`src/rtl/booth_r4_macc_seq.sv`:
```
// booth_r4_macc_seq: sequential radix-4 Booth multiply-accumulate controller.
//   Takes one signed 8x8 operand pair per transaction and retires one Booth
//   partial product per cycle through a single square-root carry-select adder
//   with binary-to-excess-1 converters. The product is then folded into a
//   running ACC_W-bit accumulator.
// Optional feature: define MACC_SAT_EN for a saturating accumulator and an
//   extra acc_sat output. Left undefined, the accumulator wraps and acc_sat
//   does not exist.
// Ports:
//   clk, rst              rising-edge clock, synchronous active-high reset
//   in_valid / in_ready   operand handshake (in_ready high only in IDLE)
//   a_in, b_in            signed multiplicand / multiplier
//   clear_acc             sampled with operands: restart accumulation at product
//   out_valid / out_ready result handshake
//   prod_out              signed 16-bit product of the completed transaction
//   acc_out               accumulator value after that transaction
//   acc_sat               (MACC_SAT_EN only) clamp fired on this transaction
//   busy                  high in any state other than IDLE
module booth_r4_macc_seq #(
  parameter int unsigned ACC_W = 20
) (
  input  logic             clk,
  input  logic             rst,
  input  logic             in_valid,
  output logic             in_ready,
  input  logic [7:0]       a_in,
  input  logic [7:0]       b_in,
  input  logic             clear_acc,
  output logic             out_valid,
  input  logic             out_ready,
  output logic [15:0]      prod_out,
  output logic [ACC_W-1:0] acc_out,
`ifdef MACC_SAT_EN
  output logic             acc_sat,
`endif
  output logic             busy
);

  localparam int unsigned M_W = 10;
  localparam int unsigned P_W = 19;
  localparam int unsigned SUM_W = ACC_W + 1;

  localparam logic [1:0] IDLE = 2'd0;
  localparam logic [1:0] ITER = 2'd1;
  localparam logic [1:0] ACC  = 2'd2;
  localparam logic [1:0] DONE = 2'd3;

  logic [1:0]       state, state_nxt;
  logic [M_W-1:0]   m;
  logic [P_W-1:0]   p;
  logic             clr;
  logic [1:0]       cnt;
  logic [ACC_W-1:0] acc;

  logic [M_W-1:0]   pp_mag, pp_b;
  logic             pp_neg;
  logic [9:0]       csa_out;
  logic [M_W-1:0]   sum;
  logic [15:0]      prod;
  logic [ACC_W-1:0] prod_ext;
  logic [ACC_W-1:0] acc_nxt;
  logic             sat_nxt;

  // 9-bit square-root carry-select adder; out[9] is the carry out of bit 8.
  // Upper groups precompute the carry-in=0 sum and derive the carry-in=1 sum
  // with a +1 (excess-1) converter, then select on the incoming group carry.
  function automatic logic [9:0] sqrt_csa_bec(input logic [8:0] a,
                                              input logic [8:0] b,
                                              input logic       cin);
    logic [2:0] g0, g1_r, g1_x, g1;
    logic [3:0] g2_r, g2_x, g2;
    logic [2:0] g3_r, g3_x, g3;
    g0   = {1'b0, a[1:0]} + {1'b0, b[1:0]} + {2'b00, cin};
    g1_r = {1'b0, a[3:2]} + {1'b0, b[3:2]};
    g1_x = g1_r + 3'd1;
    g1   = g0[2] ? g1_x : g1_r;
    g2_r = {1'b0, a[6:4]} + {1'b0, b[6:4]};
    g2_x = g2_r + 4'd1;
    g2   = g1[2] ? g2_x : g2_r;
    g3_r = {1'b0, a[8:7]} + {1'b0, b[8:7]};
    g3_x = g3_r + 3'd1;
    g3   = g2[3] ? g3_x : g3_r;
    return {g3, g2[2:0], g1[1:0], g0[1:0]};
  endfunction

  // Booth digit decode from the low three bits of the shifting product register
  always_comb begin
    pp_mag = '0;
    pp_neg = 1'b0;
    case (p[2:0])
      3'b001, 3'b010: pp_mag = m;
      3'b011:         pp_mag = {m[8:0], 1'b0};
      3'b100: begin
        pp_mag = {m[8:0], 1'b0};
        pp_neg = 1'b1;
      end
      3'b101, 3'b110: begin
        pp_mag = m;
        pp_neg = 1'b1;
      end
      default: ;
    endcase
  end

  // Subtraction as invert-plus-carry-in; bit 9 completed outside the 9-bit adder
  assign pp_b    = pp_neg ? ~pp_mag : pp_mag;
  assign csa_out = sqrt_csa_bec(p[17:9], pp_b[8:0], pp_neg);
  assign sum     = {p[18] ^ pp_b[9] ^ csa_out[9], csa_out[8:0]};

  assign prod     = p[16:1];
  assign prod_ext = ACC_W'($signed(prod));

`ifdef MACC_SAT_EN
  logic [SUM_W-1:0] sum_wide;

  // One guard bit detects signed overflow; clamp toward the overflow direction
  always_comb begin
    sum_wide = SUM_W'($signed(acc)) + SUM_W'($signed(prod_ext));
    acc_nxt  = sum_wide[ACC_W-1:0];
    sat_nxt  = 1'b0;
    if (clr) begin
      acc_nxt = prod_ext;
    end else if (sum_wide[ACC_W] != sum_wide[ACC_W-1]) begin
      sat_nxt = 1'b1;
      acc_nxt = sum_wide[ACC_W] ? {1'b1, {(ACC_W-1){1'b0}}} : {1'b0, {(ACC_W-1){1'b1}}};
    end
  end
`else
  always_comb begin
    sat_nxt = 1'b0;
    acc_nxt = clr ? prod_ext : acc + prod_ext;
  end
`endif

  // Next-state logic
  always_comb begin
    state_nxt = state;
    case (state)
      IDLE:    if (in_valid) state_nxt = ITER;
      ITER:    if (cnt == 2'd3) state_nxt = ACC;
      ACC:     state_nxt = DONE;
      DONE:    if (out_ready) state_nxt = IDLE;
      default: state_nxt = IDLE;
    endcase
  end

  // State register and registered handshake/status outputs
  always_ff @(posedge clk) begin
    if (rst) begin
      state     <= IDLE;
      in_ready  <= 1'b1;
      busy      <= 1'b0;
      out_valid <= 1'b0;
    end else begin
      state     <= state_nxt;
      in_ready  <= (state_nxt == IDLE);
      busy      <= (state_nxt != IDLE);
      out_valid <= (state_nxt == DONE);
    end
  end

  // Datapath: operand capture, Booth iterations, accumulate
  always_ff @(posedge clk) begin
    if (rst) begin
      m        <= '0;
      p        <= '0;
      clr      <= 1'b0;
      cnt      <= '0;
      acc      <= '0;
      prod_out <= '0;
      acc_out  <= '0;
    end else begin
      case (state)
        IDLE: if (in_valid) begin
          m   <= M_W'($signed(a_in));
          p   <= {10'b0, b_in, 1'b0};
          clr <= clear_acc;
          cnt <= '0;
        end
        ITER: begin
          p   <= {{2{sum[9]}}, sum, p[8:2]};
          cnt <= cnt + 2'd1;
        end
        ACC: begin
          acc      <= acc_nxt;
          prod_out <= prod;
          acc_out  <= acc_nxt;
        end
        default: ;
      endcase
    end
  end

`ifdef MACC_SAT_EN
  // Clamp flag follows the result it describes
  always_ff @(posedge clk) begin
    if (rst) begin
      acc_sat <= 1'b0;
    end else if (state == ACC) begin
      acc_sat <= sat_nxt;
    end
  end
`else
  logic unused_sat;
  assign unused_sat = sat_nxt;
`endif

endmodule
```
`config.mk`:
```
export PLATFORM = sky130hd
export DESIGN_NAME = booth_r4_macc_seq
export DESIGN_NICKNAME = d
export VERILOG_FILES = /design/src/rtl/booth_r4_macc_seq.sv
export SDC_FILE = /design/constraint.sdc
export NUM_CORES = 1
export LEC_CHECK = 0
export CORE_MARGIN = 5
export CORE_UTILIZATION = 35
export CTS_BUF_LIST = sky130_fd_sc_hd__clkbuf_16
export CTS_CLUSTER_SIZE = 25
export DETAILED_ROUTE_END_ITERATION = 10
export MAX_ROUTING_LAYER = met4
export SLEW_MARGIN = 20
export SYNTH_ARGS = -nofsm -noshare
export SYNTH_HDL_FRONTEND = slang
export SYNTH_SLANG_ARGS = --single-unit
```
`constraint.sdc`:
```
create_clock -name clk -period 8.1 [get_ports clk]
set_clock_uncertainty 0.05 [all_clocks]
set_input_delay 1.62 -clock clk [delete_from_list [all_inputs] [get_ports clk]]
set_output_delay 1.62 -clock clk [all_outputs]
set_load 0.02 [all_outputs]
```
# [After elaboration in Yosys (flattened, before gate mapping)]
# Index checks and enable logic that the tools add are counted.
[op_classes] addsub=10 n_eq_ne=12 n_mux=15 bitwise_logic=3 n_reduce_logical=9
[op_table] op="$pmux 19 s2" n=1
[op_table] op="$add 20x20->20" n=1
[op_table] op="$mux 20" n=1
[op_table] op="$pmux 10 s2" n=1
[op_table] op="$mux 19" n=1
[op_table] op="$mux 10" n=1
[op_table] op="$not 10->10" n=1
[op_table] op="$add 2x2->3" n=3
[op_table] op="$eq 3x3->1 const B" n=3
[op_table] op="$eq 2x2->1 const B" n=4
[op_table] op="$mux 2" n=4
[op_table] op="$pmux 2 s4" n=1
[op_table] op="$add 3x1->3 const B" n=2
[op_table] op="$eq 3x2->1 const B" n=2
[op_table] op="$mux 3" n=2
[op_table] op="$add 3x3->4" n=1
[op_table] op="$add 4x1->4 const B" n=1
[op_table] op="$logic_not 2->1" n=2
[op_table] op="$mux 4" n=1
[op_table] op="$pmux 2 s2" n=1
[op_table] op="$reduce_and 2->1" n=2
[op_table] op="$reduce_bool 2->1" n=2
[op_table] op="$reduce_or 4->1" n=1
[op_table] op="$add 3x1->3" n=1
[op_table] op="8 further kinds" n=9
[totals] regBits=71 out_inout_bits=39 wordCells=59

# [Logic depth before layout (Yosys ltp)]
# Gate-level depths: netlist (run 1).
[logic_depth] ltp_word=12 ltp_mapped=15 ltp_nobuf=14

# [Worst setup path after synthesis (run 1)]
# Ideal clock, no wire load.
[synth_path] path_kind="register to register" start="register p[2]" end="register p[15]" setup_time_ns=0.132 arrival_ns=3.422 required_ns=7.918 path_slack_ns=4.496 stages_incl_launch_ff=16 n_path_buf=2 cell_sequence="dfxtp_1 -> clkbuf_1 -> clkbuf_1 -> xor2_1 -> a22oi_1 -> o21ai_0 -> ha_1 -> fa_1 -> ha_1 -> nor2b_1 -> xnor2_1 -> nor4b_1 -> xnor2_1 -> mux2_2 -> nand2_1 -> a21oi_1"
[synth_via] elab_chain_cells=11 elab_cells_between_ends=25
[synth_lines] item="from (decl)" line_no="50" rtl="logic [P_W-1:0] p;"
[synth_lines] item="from (signal assigned)" line_no="176" rtl="p <= {10'b0, b_in, 1'b0};"
[synth_lines] item="from (signal assigned)" line_no="181" rtl="p <= {{2{sum[9]}}, sum, p[8:2]};"
[synth_lines] item="$eq 3x3->1 (tied with other cells)" line_no="90" rtl="case (p[2:0])"
[synth_lines] item="$reduce_or 4->1 (no source line) / $reduce_or 2->1 (equally long branches)"
[synth_lines] item="$pmux 10 s2" line_no="90"
[synth_lines] item="$not 10->10" line_no="106" rtl="assign pp_b = pp_neg ? ~pp_mag : pp_mag;"
[synth_lines] item="$mux 10" line_no="106"
[synth_lines] item="$add 2x2->3 (on tied branches)" line_no="74, 73"
[synth_lines] item="$add 3x1->3 (on tied branches)" line_no="75, 73"
[synth_lines] item="$mux 3" line_no="76" rtl="g1 = g0[2] ? g1_x : g1_r;"
[synth_lines] item="$mux 4" line_no="79" rtl="g2 = g1[2] ? g2_x : g2_r;"
[synth_lines] item="$mux 3 *" line_no="82" rtl="g3 = g2[3] ? g3_x : g3_r;"
[synth_lines] item="$pmux 19 s2 *" line_no="173" rtl="case (state)"
# Mark *: on every way between the ends. The rest lies on a longest branch, timed or not.
# A chain may end at the register's enable or synchronous reset.

# [Worst setup path after layout (run 1)]
# Ends and elaborated chain as after synthesis.

==> metrics.yaml, run 1 <==
synth_area_um2: 4190
grt_max_degree: 70
synth_nets: 592
first_iter_violations: 191
rsz0062_at_grt: "no"
max_slew_margin: 0.334
core_area_um2: 11900
required_ns: 8.23
overflow: 0
syn_avg_cell_area_um2: 7.82
die_x_um: 119
synth_flop_cell: "dfxtp_1"
yosysWarnings: 0
wl_met1_um: 4970
slowest_delay_ns: 0.71
layout-drive-gt1-share: 0.0397
ant_nets: 0
dp_hpwl_um: 7450
start_kind: "flop"
syn_inst: 536
drc: 0
clk_pin_slew_ns: 0.05
finalWeightedCongestion: 0.855
grt_pass1_vias: 3680
synth_seq_cells: 69
min_path_type: "reg -> reg"
cts_tree: "yes"
cts_hold_buf: 0
die_y_um: 119
post_cts_resized: 0
critPathSlowestCell: "dfxtp_1"
final_common_cell: "nand2_1"
grt.total_usage: 0.154
cpLargestDelayFamily: "simple AND/OR/NAND/NOR gates"
synth_async_sr_flop_share: 0
finalSetupTns_ns: 0
clockBufferDepth: 2
crit_start: "p[2]"
n_fill_cell: 1187
worstPathArrival_ns: 4.16
die_area_um2: 14300
wl_per_cell_um: 14.4
tightestPinTransition_ns: 0.999
setup_violations: 0
synth_seq_area_share: 0.330
highest_layer: "met4"
cp_max_fo: 16
fin_nets: 633
hold_violations: 0
cts_buffers: 9
regArea_um2: 1380
std_cell_rows: 40
root_buffer: "clkbuf_16"
grt_pass1_wl_um: 17700
min_period_ns: 4.03
max_freq_ghz: 0.248
cts_sinks: 69
port_buffers: 59
maxCapViolCount: 0
postCtsSetupBuffers: 0
criticalPathCategory: "reg -> reg"
min_period_over_period: 0.497
ys_types: 51
drt-pass1-iter-count: 5
insertion_delay_ns: 0.33
reg2reg_from: "p[2]"
area_growth_pct: 22.7
antenna_found_initial: 0
diodes: 0
wl_met3_um: 448
slew_viol_final: 0
initial_utilization: 0.353
finalPower_mw: 0.857
vias: 3855
ir_drop_v: 0.0000845
wl_met2_um: 4910
hp-start: "prod_out[11]"
p_leak_nw: 2.00
final_cell_mix: "102 x nand2_1, 69 x dfxtp_1, 65 x a21oi_1, 58 x clkdlybuf4s50_1, 40 x nor2_1"
io_pins: 60
critPathBufInv: 1
routed_via_density: 5.30
power_density_nw_per_um2: 167
multi_input_area_um2: 2650
crit_chain: "inv_1 -> or3_1 -> o21ai_0 -> ha_1 -> fa_1 -> ha_1 -> nor2b_1 -> xnor2_1 -> nor4b_1 -> xnor2_1 -> mux2_2 -> nand2_1 -> a21oi_1"
htreeDepth: 3
drt-total-wl_um: 10500
synth-edff-count: 0
status: "completed"
endpoint_kind: "flop"
## state kept, by name, summed over array words and instances (netlist names), 2 cells and up
name      cells
state         2
m             8
acc          20
cnt           2
prod_out     16
p            17
## path summary, 6_finish.rpt
check / to / slack [ns] / cells past startpoint
worst max-delay path: p[15] / 4.07 / 13
worst max register to register: p[15] / 4.07 / 13
worst min register to register: prod_out[11] / 0.40 / 2
worst min-delay path: prod_out[11] / 0.40 / 2
## routing by layer
layer / vias to the layer above / GRT usage
li1: 1974 / -
met1: 1788 / 0.194
met2: 79 / 0.244
met3: 14 / 0.0356
met4: 0 / 0.0523
met5: - / -
## metrics by stage
step | util | instance area, µm² | setup slack, ns | hold WS [ns] | cells
floorplan | - | 4190 | 4.50 | 0.402 | 536
detailed placement | 0.410 | 4870 | 4.08 | 0.398 | 713
CTS | 0.433 | 5140 | 4.07 | 0.405 | 727
global placement | 0.410 | 4870 | 4.18 | 0.394 | 713
finish | 0.433 | 5140 | 4.07 | 0.403 | 727
global route | 0.433 | 5140 | 3.68 | 0.431 | 727
## synth_stat cells (10+ instances only)
cell type    n  area share
o21ai_0     23       0.027
ha_1        30       0.090
xor2_1      19       0.040
nor2_1      40       0.036
clkbuf_1    28       0.025
nand2_1    102       0.091
inv_1       10      0.0090
dfxtp_1     69        0.33
a21oi_1     65       0.078
nand3_1     11       0.013
## worst reg2reg max path: stages, from the launching register on
cell	delay (ns)
dfxtp_1	0.71
inv_1	0.19
or3_1	0.44
o21ai_0	0.20
ha_1	0.19
fa_1	0.44
ha_1	0.20
nor2b_1	0.13
xnor2_1	0.19
nor4b_1	0.37
xnor2_1	0.25
mux2_2	0.38
nand2_1	0.06
a21oi_1	0.07
## report_power, final
part | switching, mW | total (mW) | leakage [nW] | internal, mW
sequential | 0.0190 | 0.370 | 0.561 | 0.351
clock | 0.138 | 0.368 | 0.141 | 0.231
combinational | 0.0662 | 0.118 | 1.30 | 0.0521
total | 0.223 | 0.857 | 2.00 | 0.634
## kinds of logic (layout without fill, tap and decap cells)
| family | Yosys count | after routing | synth area share |
|---|---|---|---|
| DFF | 69 | 69 | 0.330 |
| xor gates and xnor gates | 28 | 28 | 0.0585 |
| muxes | 9 | 9 | 0.0230 |
| AOI/OAI and AO/OA | 150 | 150 | 0.223 |
| buffers and inverters | 43 | 87 | 0.0385 |
| and+or+nand+nor | 202 | 202 | 0.214 |
| adders and majority gates | 35 | 35 | 0.113 |
## area by class of cell
class                           count  area share
Multi-Input combinational cell    424       0.516
Sequential cell                    69       0.269
Timing Repair Buffer               63       0.120
Clock buffer                        9      0.0438
Tap cell                          147      0.0358
Clock inverter                      5     0.00901
Inverter                           10     0.00730
(Power assumes the default switching activity.)
==> run 2: changes to the inputs <==
- clock period: 8.1 -> 4.2 ns (I/O delays scaled with it)
==> metrics.yaml, run 2 (synthesis results as in run 1) <==
ant_nets: 0  # unchanged
min_path_type: "reg -> reg"  # unchanged
ir_drop_v: 0.000158  # was 0.0000845 V
std_cell_rows: 40  # unchanged
slew_viol_final: 0  # unchanged
worstPathArrival_ns: 3.89  # was 4.16 ns
intPower_mw: 1.29  # was 0.634 mW
switching_share: 0.256  # was 0.260
regMostFlops: "acc"  # unchanged
hold_violations: 0  # unchanged
critPathBufInv: 0  # was 1
insertion_delay_ns: 0.32  # was 0.33 ns
wl_per_cell_um: 14.5  # was 14.4 µm
max_slew_margin: 0.322  # was 0.334
cp_max_fo: 11  # was 16
port_buffers: 59  # unchanged
setup_violations: 0  # unchanged
final_cell_mix: "102 x nand2_1, 69 x dfxtp_1, 65 x a21oi_1, 58 x clkdlybuf4s50_1, 40 x nor2_1"  # unchanged
drc: 0  # unchanged
tightestPinTransition_ns: 1.02  # was 0.999 ns
die_y_um: 119  # unchanged
min_period_ns: 3.75  # was 4.03 ns
whs_ns: 0.400  # was 0.403 ns
cts_tree: "yes"  # unchanged
start_kind: "flop"  # unchanged
postCtsSetupBuffers: 0  # unchanged
endpoint_kind: "flop"  # unchanged
fin_nets: 634  # was 633
largest_reg_flops: 20  # unchanged
dp_hpwl_um: 7710  # was 7450 µm
rsz0062_at_grt: "no"  # unchanged
vias: 3827  # was 3855
min_period_over_period: 0.894  # was 0.497
htreeDepth: 3  # unchanged
final_util: 0.437  # was 0.433
n_fill_cell: 1184  # was 1187
cpLargestDelayFamily: "XOR/XNOR gates"  # was simple AND/OR/NAND/NOR gates
clk_pin_slew_ns: 0.06  # was 0.05 ns
die_area_um2: 14300  # unchanged
max_freq_ghz: 0.266  # was 0.248 GHz
fin_ws_ns: 0.446  # was 4.07 ns
drt-pass1-iter-count: 4  # was 5
grt_max_degree: 48  # was 70
maxCapViolCount: 0  # unchanged
status: "completed"  # unchanged
largest_registers: "acc (20), p (17), prod_out (16)"  # unchanged
crit_chain: "xor2_1 -> a22oi_1 -> o21ai_0 -> ha_1 -> fa_1 -> ha_1 -> nor2b_1 -> xnor2_1 -> nor4b_1 -> xnor2_1 -> mux2_2 -> nand2_1 -> a21oi_1"  # was inv_1 -> or3_1 -> o21ai_0 -> ha_1 -> fa_1 -> ha_1 -> nor2b_1 -> xnor2_1 -> nor4b_1 -> xnor2_1 -> mux2_2 -> nand2_1 -> a21oi_1
clockBufferDepth: 2  # unchanged
critPathSlowestCell: "dfxtp_1"  # unchanged
required_ns: 4.34  # was 8.23 ns
cts_sinks: 69  # unchanged
pwr-share-seq: 0.412  # was 0.432
drt-total-wl_um: 10600  # was 10500 µm
diodes: 0  # unchanged
p_clk_frac: 0.455  # was 0.430
grt_pass1_vias: 3672  # was 3680
power_density_nw_per_um2: 335  # was 167 nW/µm²
grt_pass1_wl_um: 17700  # about the same
p_leak_nw: 2.02  # was 2.00 nW
fin_area_um2: 5180  # was 5140 µm²
finalSetupTns_ns: 0  # unchanged
area_growth_pct: 23.6  # was 22.7%
die_x_um: 119  # unchanged
initial_utilization: 0.353  # unchanged
io_pins: 60  # unchanged
root_buffer: "clkbuf_16"  # unchanged
criticalPathCategory: "reg -> reg"  # unchanged
layout-drive-gt1-share: 0.0430  # was 0.0397
netSwitchingPower_mw: 0.445  # was 0.223 mW
finalWeightedCongestion: 0.864  # was 0.855
grt.total_usage: 0.155  # was 0.154
dp_slack_ns: 0.471  # was 4.08 ns
slowest_delay_ns: 0.51  # was 0.71 ns
antenna_found_initial: 0  # unchanged
cts_buffers: 9  # unchanged
cts_hold_buf: 0  # unchanged
overflow: 0  # unchanged
place_area_um2: 4880  # was 4870 µm²
final_common_cell: "nand2_1"  # unchanged
routed_via_density: 5.25  # was 5.30
post_cts_resized: 0  # unchanged
first_iter_violations: 200  # was 191
combPwrFrac: 0.133  # was 0.138
core_area_um2: 11900  # unchanged
## run 2: through the flow
step                power [mW]  cells
floorplan                0.888    536
global placement         0.950    714
detailed placement       0.960    714
CTS                       1.76    729
global route              1.81    729
finish                    1.74    729
## run 2: worst reg2reg max path: cells and delay by family, from the launching register on
kind                     cells  cell delay [ns]
multiplexers                 1             0.38
flip-flops                   1             0.51
adder cells (fa/ha/maj)      3             0.85
XOR/XNOR                     3             0.94
AND/OR/NAND/NOR              3             0.58
AO/OA/AOI/OAI                3             0.30
## run 2: layer usage
metal  track usage  routed length [µm]  up-vias
li1              -                   -     1966
met5             -                   0        -
met4        0.0458                  70        0
met3        0.0356                 421        6
met2         0.247                5010       82
met1         0.196                5100     1773
## run 2: final cells by class
cell class / count / area [µm²] / area share
clock inverter: 6 / 80.1 / 0.0155
timing repair buffer: 64 / 623 / 0.120
clock buffer: 9 / 225 / 0.0435
inverter: 10 / 37.5 / 0.00724
multi-input combinational: 424 / 2650 / 0.511
tap: 147 / 184 / 0.0355
sequential: 69 / 1380 / 0.267
## run 2: path summary, 6_finish.rpt
| kind | from | end | slack (ns) | depth (start not counted) |
|---|---|---|---|---|
| max | p[1] | p[15] | 0.45 | 13 |
| min | prod_out[11] | prod_out[11] | 0.40 | 2 |
| max reg2reg | p[1] | p[15] | 0.45 | 13 |
| min reg2reg | prod_out[11] | prod_out[11] | 0.40 | 2 |
## run 2: power groups by stage
stage	Clock, mW	Sequential [mW]	Combinational, mW
after floorplan	0	0.714	0.174
after global placement	0	0.727	0.224
after detailed placement	0	0.728	0.232
after CTS	0.810	0.714	0.233
after global routing	0.831	0.719	0.263
final	0.790	0.714	0.231
==> run 3: changes to the inputs <==
- CORE_MARGIN: 5 -> unset
- SLEW_MARGIN: 20 -> 10
==> metrics.yaml, run 3 (synthesis results as in run 1) <==
status: "complete, but fails checks"  # was completed
violations: "DRC"
clk_pin_slew_ns: 0.06  # about the same
ant_nets: 0  # unchanged
ir_drop_v: 0.000161  # was 0.000158 V
wl_per_cell_um: 14.3  # was 14.5 µm
post_cts_resized: 0  # unchanged
drt-total-wl_um: 10400  # was 10600 µm
dp_slack_ns: 0.448  # was 0.471 ns
finalWeightedCongestion: 0.882  # was 0.864
crit_start: "p[1]"  # unchanged
overflow: 0  # unchanged
first_iter_violations: 210  # was 200
largest_reg_flops: 20  # unchanged
crit_chain: "xor2_1 -> a22oi_1 -> o21ai_0 -> ha_1 -> fa_1 -> ha_1 -> nor2b_1 -> xnor2_1 -> nor4b_1 -> xnor2_1 -> mux2_2 -> nand2_1 -> a21oi_1"  # unchanged
drt-pass1-iter-count: 8  # was 4
std_cell_rows: 39  # was 40
core_area_um2: 11600  # was 11900 µm²
dp_hpwl_um: 7510  # was 7710 µm
root_buffer: "clkbuf_16"  # unchanged
die_y_um: 111  # was 119 µm
start_kind: "flop"  # unchanged
regArea_um2: 1380  # unchanged
grt_max_degree: 47  # was 48
vias: 3814  # was 3827
grt.total_usage: 0.182  # was 0.155
setup_violations: 0  # unchanged
cts_tree: "yes"  # unchanged
die_area_um2: 12400  # was 14300 µm²
htreeDepth: 3  # unchanged
place_area_um2: 4870  # was 4880 µm²
cts_buffers: 9  # unchanged
power_density_nw_per_um2: 336  # was 335 nW/µm²
grt_pass1_vias: 3626  # was 3672
critPathBufInv: 0  # unchanged
endpoint_kind: "flop"  # unchanged
slowest_delay_ns: 0.50  # was 0.51 ns
cp_max_fo: 11  # unchanged
postCtsSetupBuffers: 0  # unchanged
min_path_type: "reg -> reg"  # unchanged
max_slew_margin: 0.351  # was 0.322
drc: 10  # was 0
fin_ws_ns: 0.425  # was 0.446 ns
critPathSlowestCell: "dfxtp_1"  # unchanged
diodes: 0  # unchanged
criticalPathCategory: "reg -> reg"  # unchanged
final_common_cell: "nand2_1"  # unchanged
hold_violations: 0  # unchanged
cpLargestDelayFamily: "XOR/XNOR gates"  # unchanged
final_util: 0.448  # was 0.437
max_freq_ghz: 0.265  # was 0.266 GHz
multi_input_area_um2: 2650  # unchanged
p_leak_nw: 2.03  # was 2.02 nW
reg2reg_from: "p[1]"  # unchanged
port_buffers: 59  # unchanged
die_x_um: 111  # was 119 µm
worstPathArrival_ns: 3.91  # was 3.89 ns
tightestPinTransition_ns: 0.974  # was 1.02 ns
min_period_over_period: 0.899  # was 0.894
min_period_ns: 3.77  # was 3.75 ns
rsz0062_at_grt: "no"  # unchanged
regMostFlops: "acc"  # unchanged
largest_registers: "acc (20), p (17), prod_out (16)"  # unchanged
slew_viol_final: 0  # unchanged
hp-start: "prod_out[9]"  # was prod_out[11]
cts_hold_buf: 0  # unchanged
n_fill_cell: 1115  # was 1184
final_cell_mix: "102 x nand2_1, 69 x dfxtp_1, 65 x a21oi_1, 58 x clkdlybuf4s50_1, 40 x nor2_1"  # unchanged
fin_nets: 634  # unchanged
maxCapViolCount: 0  # unchanged
cts_sinks: 69  # unchanged
grt_pass1_wl_um: 17600  # was 17700 µm
clockBufferDepth: 2  # unchanged
io_pins: 60  # unchanged
area_growth_pct: 23.6  # about the same
layout-drive-gt1-share: 0.0429  # was 0.0430
initial_utilization: 0.362  # was 0.353
finalSetupTns_ns: 0  # unchanged
insertion_delay_ns: 0.34  # was 0.32 ns
required_ns: 4.33  # was 4.34 ns
routed_via_density: 5.25  # about the same
fin_area_um2: 5180  # about the same
antenna_found_initial: 0  # unchanged
-- run 3: cell type report --
cell class              count  share of cell area
clock buffers               9              0.0435
repair buffers             64               0.120
well taps                 143              0.0345
inverters                  10             0.00725
multi-input cells         424               0.512
clock inverters             7              0.0162
flip-flops and latches     69               0.267
-- run 3: per-stage QoR --
step | instances | total power, mW | hold WS, ns
after floorplan | 536 | 0.888 | 0.402
after global placement | 710 | 0.951 | 0.395
after detailed placement | 710 | 0.959 | 0.396
after CTS | 726 | 1.76 | 0.404
after global routing | 726 | 1.83 | 0.422
final | 726 | 1.74 | 0.400
-- run 3: final timing paths --
path / endpoint / slack, ns / cells past startpoint
min: prod_out[9] / 0.40 / 2
min reg2reg: prod_out[9] / 0.40 / 2
max reg2reg: p[15] / 0.43 / 13
max: p[15] / 0.43 / 13
-- run 3: worst min-delay path: cells and delay by family, from the launching register on --
| family | cells | cell delay (ns) |
|---|---|---|
| AO/OA/AOI/OAI | 1 | 0.05 |
| AND/OR/NAND/NOR | 1 | 0.05 |
| flip-flops | 1 | 0.30 |
-- run 3: per-layer routing --
layer / GRT usage / part of all wire / up-vias
met5: - / 0 / -
met4: 0.0694 / 0.017 / 0
met2: 0.283 / 0.46 / 68
met3: 0.0408 / 0.042 / 12
li1: - / - / 1973
met1: 0.230 / 0.48 / 1761
-- run 3: power breakdown --
part	internal [mW]	switching [mW]	total (mW)	leakage, nW
Sequential	0.677	0.0372	0.715	0.561
Clock	0.512	0.280	0.792	0.161
Combinational	0.102	0.130	0.232	1.31
Total	1.29	0.448	1.74	2.03
